--- src/rtl/abajur_duty_ctrl.sv ---
// abajur_duty_ctrl: ambient ADC samples -> averaged, inverted, hysteretic, slew-limited PWM duty (in: sample/valid/enable; out: duty/duty_valid/target/at_target)
module abajur_duty_ctrl #(
  parameter int ADC_W    = 12,
  parameter int DUTY_W   = 8,
  parameter int AVG_LOG2 = 3,
  parameter int STEP_DIV = 50000,
  parameter int HYST     = 4
) (
  input  logic              clk,
  input  logic              rst,
  input  logic              sample_valid,
  input  logic [ADC_W-1:0]  sample,
  input  logic              enable,
  output logic [DUTY_W-1:0] duty,
  output logic              duty_valid,
  output logic [DUTY_W-1:0] target,
  output logic              at_target
);
  localparam int AW = ADC_W + AVG_LOG2;
  localparam int CW = AVG_LOG2 > 0 ? AVG_LOG2 : 1;
  localparam int PW = STEP_DIV > 1 ? $clog2(STEP_DIV) : 1;
  localparam logic [CW-1:0] CNT_LAST = CW'((1 << AVG_LOG2) - 1);
  localparam logic [PW-1:0] PRE_LAST = PW'(STEP_DIV - 1);
  localparam logic [ADC_W-1:0] ADC_MAX = '1;
  logic [AW-1:0] acc_q, acc_d, sum;
  logic [CW-1:0] cnt_q, cnt_d;
  logic [ADC_W-1:0] avg_q, avg_d;
  logic avg_valid_q, avg_valid_d, last, tick;
  logic [PW-1:0] pre_q, pre_d;
  logic [DUTY_W-1:0] inv, diff, target_q, target_d, duty_q, duty_d;
  logic duty_valid_q, duty_valid_d;
  always_comb begin
    sum = acc_q + AW'(sample);
    last = sample_valid && cnt_q == CNT_LAST;
    acc_d = last ? '0 : sample_valid ? sum : acc_q;
    cnt_d = last ? '0 : sample_valid ? cnt_q + 1'b1 : cnt_q;
    avg_d = last ? ADC_W'(sum >> AVG_LOG2) : avg_q;
    avg_valid_d = last;
    inv = DUTY_W'((ADC_MAX - avg_q) >> (ADC_W - DUTY_W));
    diff = inv > target_q ? inv - target_q : target_q - inv;
    target_d = !enable ? '0 : (avg_valid_q && 32'(diff) >= HYST) ? inv : target_q;
    tick = pre_q == PRE_LAST;
    pre_d = tick ? '0 : pre_q + 1'b1;
    duty_d = !tick ? duty_q : duty_q < target_q ? duty_q + 1'b1 : duty_q > target_q ? duty_q - 1'b1 : duty_q;
    duty_valid_d = duty_d != duty_q;
  end
  always_ff @(posedge clk) begin
    if (rst) begin
      acc_q <= '0;
      cnt_q <= '0;
      avg_q <= '0;
      avg_valid_q <= 1'b0;
      pre_q <= '0;
      target_q <= '0;
      duty_q <= '0;
      duty_valid_q <= 1'b0;
    end else begin
      acc_q <= acc_d;
      cnt_q <= cnt_d;
      avg_q <= avg_d;
      avg_valid_q <= avg_valid_d;
      pre_q <= pre_d;
      target_q <= target_d;
      duty_q <= duty_d;
      duty_valid_q <= duty_valid_d;
    end
  end
  assign duty = duty_q;
  assign duty_valid = duty_valid_q;
  assign target = target_q;
  assign at_target = duty_q == target_q;
endmodule

--- config.mk ---
export PLATFORM = sky130hd
export DESIGN_NAME = abajur_duty_ctrl
export DESIGN_NICKNAME = d
export VERILOG_FILES = /design/src/rtl/abajur_duty_ctrl.sv
export SDC_FILE = /design/constraint.sdc
export NUM_CORES = 1
export LEC_CHECK = 0
export CORE_MARGIN = 4
export CORE_UTILIZATION = 50
export DETAILED_ROUTE_END_ITERATION = 16
export HOLD_SLACK_MARGIN = 0.1
export PLACE_DENSITY = 0.72
export SYNTH_ARGS = -nofsm -noshare
export SYNTH_HDL_FRONTEND = slang
export SYNTH_SLANG_ARGS = --single-unit
--- constraint.sdc ---
create_clock -name clk -period 2.72 [get_ports clk]
set_input_delay 0.544 -clock clk [delete_from_list [all_inputs] [get_ports clk]]
set_output_delay 0.544 -clock clk [all_outputs]
set_load 0.01 [all_outputs]
After elaboration in Yosys (flattened, before gate mapping)
Index checks and enable logic that the tools add are counted.

cells by class
  $lt $le $gt $ge = 4
  equal/unequal tests = 4
  reductions and logical operators = 5
  $add $sub $neg = 8
  bitwise gates (word level) = 1
  multiplexer cells = 4

operators by type and width
  kind                      count
  $mux W8                   4
  $add A16 B1 Y16 const B   1
  $eq A16 B16 Y1 const B    1
  $gt A8 B8 Y1              2
  $sub A8 B8 Y8             2
  $add A15 B12 Y15          1
  $sub A12 B12 Y12 const A  1
  $add A8 B1 Y8 const B     1
  $eq A8 B8 Y1              1
  $ge A8 B3 Y1 const B      1
  $lt A8 B8 Y1              1
  $ne A8 B8 Y1              1
  $sub A8 B1 Y8 const B     1
  $reduce_or A2 Y1          3
  $add A3 B1 Y3 const B     1
  $eq A3 B3 Y1 const B      1
  $logic_and A1 B1 Y1       2
  $not A1 Y1                1

storage, ports and cells
  bits of input ports = 16
  bits in registers = 64
  output and inout port bits = 18

Logic depth before layout (Yosys ltp)
  depth after elaboration = 5
  depth in mapped cells = 13

Worst setup path after synthesis
No wires, ideal clock.

  kind = register -> register
  start = register target_q[5] (netlist: target[5])
  end = register target_q[0] (netlist: target[0])
  setup slack = -268 ps
  buffers on the path = 3
  required time = 2,634 ps
  arrival = 2,903 ps
  setup time = 86 ps
  cell stages (with the launch flop) = 14
  cell sequence = dfxtp_1 > inv_1 > ha_1 > buf_6 > a211oi_4 > o21ai_2 > o21a_1 > buf_6 > mux2_4 > o211a_1 > a211o_1 > buf_6 > a31o_4 > a211oi_1

between the ends
  cells in the longest elaborated chain, start to end = 4
  elaborated cells on any way between the ends = 6
  those cells by class = 2 x add/sub; 2 x order compare; 1 x mux; 1 x reduce/logical

RTL lines
  what                                                  RTL line  RTL
  from (decl)                                           30        logic [DUTY_W-1:0] inv, diff, target_q, target_d, duty_q, duty_d;
  from (signal assigned)                                63        target_q <= target_d;
  $sub A8 B8 Y8 / $gt A8 B8 Y1 (equally long branches)  40        diff = inv > target_q ? inv - target_q : target_q - inv;
  $mux W8 *                                             40
  $ge A8 B3 Y1 *                                        41        target_d = !enable ? '0 : (avg_valid_q && 32'(diff) >= HYST) ? inv : target_q;
  $logic_and A1 B1 Y1 *                                 41

Mark *: on every way between the ends. The rest lies on a longest branch, timed or not.
A chain may end at the register's enable or synchronous reset.

Worst setup path after layout
  start = register target_q[7] (netlist: target[7])
  end = register target_q[5] (netlist: target[5])

Same word-level chain as after synthesis.

==> metrics.txt <==
status=finished with violations; failing checks=negative setup slack; CP Max Fanout=8; R2R depth=10; antenna violations before repair=0; hold_buf cts=0; vias=about 3700; Vias per Instance=between 5 and 6; clock slew at reported path FFs=approximately 0.070 ns; First-pass DRT Iterations=4; FF+latch area=about 1200 sq um; Finished Layout Cells=between 600 and 700; FMAX=between 0.3 and 0.4 GHz; Min-Delay Path Depth=1; CTS buffer count=9; pwr dens=slightly above 400 nW/um^2; Internal=between 1.5 and 2 mW; Commonest cells post-synth=dfxtp_1 (60), nor2_1 (58), ha_1 (40); EDFF count, synth=0; # IOs=34; drt wl/cell=between 10 and 15 um; port bufs=33; Nets=between 600 and 700; Hold Crit Class=flip-flop to flip-flop; post-synthesis mux area share=0.0641; worst slack at placement=-0.527 ns; global-route wire length before repair=between 15000 and 20000 um; CP endpoint kind=flip-flop; Hold Crit Start=pre_q[0]; Slew @ Worst Pin=0.600 ns; type of origin of the critical path=flip-flop; RSZ-0062 raised after global routing=true; Final Worst Setup Slack=-0.0896 ns; leading post-synthesis cells by cell area=dfxtp_1 (30%), ha_1 (13%), nor2_1 (5.4%); Critical R2R Capture=target[5]; final worst-path cycle share=1.03; Post-Syn Nets=between 500 and 600; core area=roughly 7800 sq um; main combinational cell family by area after synthesis=simple AND/OR/NAND/NOR gates; Post-Synth Adder-Cell Area=0.140; antenna diode count=0; Final Hold Vio Count=0; overall routing resource usage=0.208; simple-gate share of the synthesized area=0.214; min Tclk post-route=approximately 2.8 ns; vias in the first global route=~3700; fin. max-slew vios=0; clock sink total=60; Finish-stage setup viols=8; Mapped Area=~4000 sq um; die height=roughly 100 um; area of the multi-input gates=between 2000 and 3000 sq um; VDD IR max=about 300 uV; dpl cells=about 660; Clk pwr share=0.373; grt ovf=0; net switching power=around 600 uW; Post-synth top flop=dfxtp_1; DR iter-0 viols=approximately 140; CTS Buffer Depth=2; combinational power share=0.193; area fraction of the dominant cell type after synthesis=0.300; Ys Warns=0; pin count of the biggest net entering global routing=22; Die W=~97 um; Crit Path Class=flip-flop to flip-flop; CTS tree=done; Compound-Gate Fraction of Synth Area=0.161; layout cell share with drive strength beyond 1=0.256; Initial Util=0.515; max-cap viol count=0; Required @ worst endpoint=2.97 ns; xor-xnor portion of the synthesized cell area=0.0678; Hold Path End=pre_q[0]; Mean Syn Cell Area=8.41 sq um; flop2flop setup slack=-0.09 ns; post-synth cell types=55; Sequential Power Share=0.434; Yosys reg bits=60; number of routed nets with antenna violations=0; H-tree levels=3; Rows=32; Slew HR=0.600; RD Place Congestion=0.871; DR DRC count=0; final wirelength=between 9000 and 10000 um; Sw Ratio=0.284; Static Leak=~2.3 nW; ys async rst share=0; Synth area leader=dfxtp_1; Worst R2R Start=target[7]; worst-skew pair later-pin latency=0.34 ns; total die area=9500 sq um; CP arrival=just over 3 ns; Syn-to-layout area delta=33.6%; DP HPWL=~7200 um; final hold slack=~0.46 ns; CTS root buffer=clkbuf_8; Syn Inst Count=476; FILL cells=between 600 and 700; most common cell in the netlist=dfxtp_1; clk_skew=between 0.01 and 0.015 ns; sequential area share after synthesis=0.300
## stage by stage
| stage | cell area [sq um] | total power, mW | setup TNS, ns | util |
|---|---|---|---|---|
| finish | 5350 | 2.16 | -0.479 | 0.689 |
| global route | 5350 | 2.28 | -0.860 | 0.689 |
| CTS | 5270 | 2.18 | -0.369 | 0.678 |
| detailed placement | 4960 | 1.36 | -4.86 | 0.639 |
| global placement | 4960 | 1.34 | -3.37 | 0.639 |
| floorplan | 4090 | 1.23 | -0.543 | - |
## flip-flops by register name (all words and copies together), names as in the netlist
name / flops
duty_valid: 1
avg_valid_q: 1
avg_q: 8
acc_q: 15
pre_q: 16
duty: 8
cnt_q: 3
target: 8
## area by class of cell
cell class,instances,share of cell area
clock buffers,9,0.0232
clock inverters,7,0.0140
inverters,30,0.0211
multi-input cells,368,0.521
flip-flops and latches,60,0.227
well taps,102,0.0239
repair buffers,105,0.170
## power groups by stage
stage | logic [mW] | clock network (mW) | registers, mW
finish | 0.417 | 0.808 | 0.940
CTS | 0.415 | 0.826 | 0.940
detailed placement | 0.397 | 0 | 0.960
global route | 0.468 | 0.868 | 0.945
global placement | 0.380 | 0 | 0.957
floorplan | 0.274 | 0 | 0.953
## kinds of logic after synthesis
kind of cell	after synthesis
and+or+nand+nor	176
DFF	60
adders and majority gates	43
AOI/OAI and AO/OA	93
xor gates and xnor gates	31
muxes	24
buffers and inverters	49
## placed cells by master, fill, tap and decap left out, types with 7 or more instances in the layout
master	n
clkbuf_8	9
a311oi_1	7
nand2b_1	7
nor2b_1	8
and3_1	12
buf_4	68
dfxtp_2	10
inv_2	12
nand2_1	31
nor2_1	58
xnor2_1	15
dfxtp_1	50
a21oi_1	21
a211oi_2	8
nand4_1	11
xor2_1	16
nand3_1	13
o21ai_1	11
nor3_1	14
inv_1	17
mux2i_1	17
ha_1	34
clkdlybuf4s50_1	30
## worst max-delay path, cell delays in order (launching register included)
cell      delay [ns]
dfxtp_1         0.34
inv_2           0.06
ha_4            0.27
nand4_1         0.23
or2_4           0.32
o21a_4          0.14
mux2_4          0.30
and2_1          0.20
a211o_4         0.36
a31o_4          0.29
a211oi_2        0.21
## repair_timing
item	CTS	global route
setup buffers	1	5
gates resized for setup	25	13
cloned	1	0
endpoints found under the hold margin	0	0
setup endpoints to repair	12	15
pin swaps	13	9
## per-layer routing
metal | global-route usage | share of wire | vias to the layer above
met3 | 0.0395 | 0.028 | 17
met4 | 0.0575 | 0.018 | 0
met1 | 0.246 | 0.43 | 1744
li1 | - | - | 1878
met5 | 0 | 0 | -
met2 | 0.381 | 0.52 | 52
## worst max path at each step
stage                   start         to  slack [ns]  depth (start not counted)
floorplan           target[5]  target[0]       -0.07                         13
global route         avg_q[6]  target[4]       -0.13                         10
detailed placement  sample[0]  avg_q[11]       -0.53                         12
CTS                  avg_q[9]  target[4]       -0.06                         10
finish              target[7]  target[5]       -0.09                         10
global placement    sample[0]  avg_q[11]       -0.46                         12
Note: power is estimated with default switching activity, not from simulation.
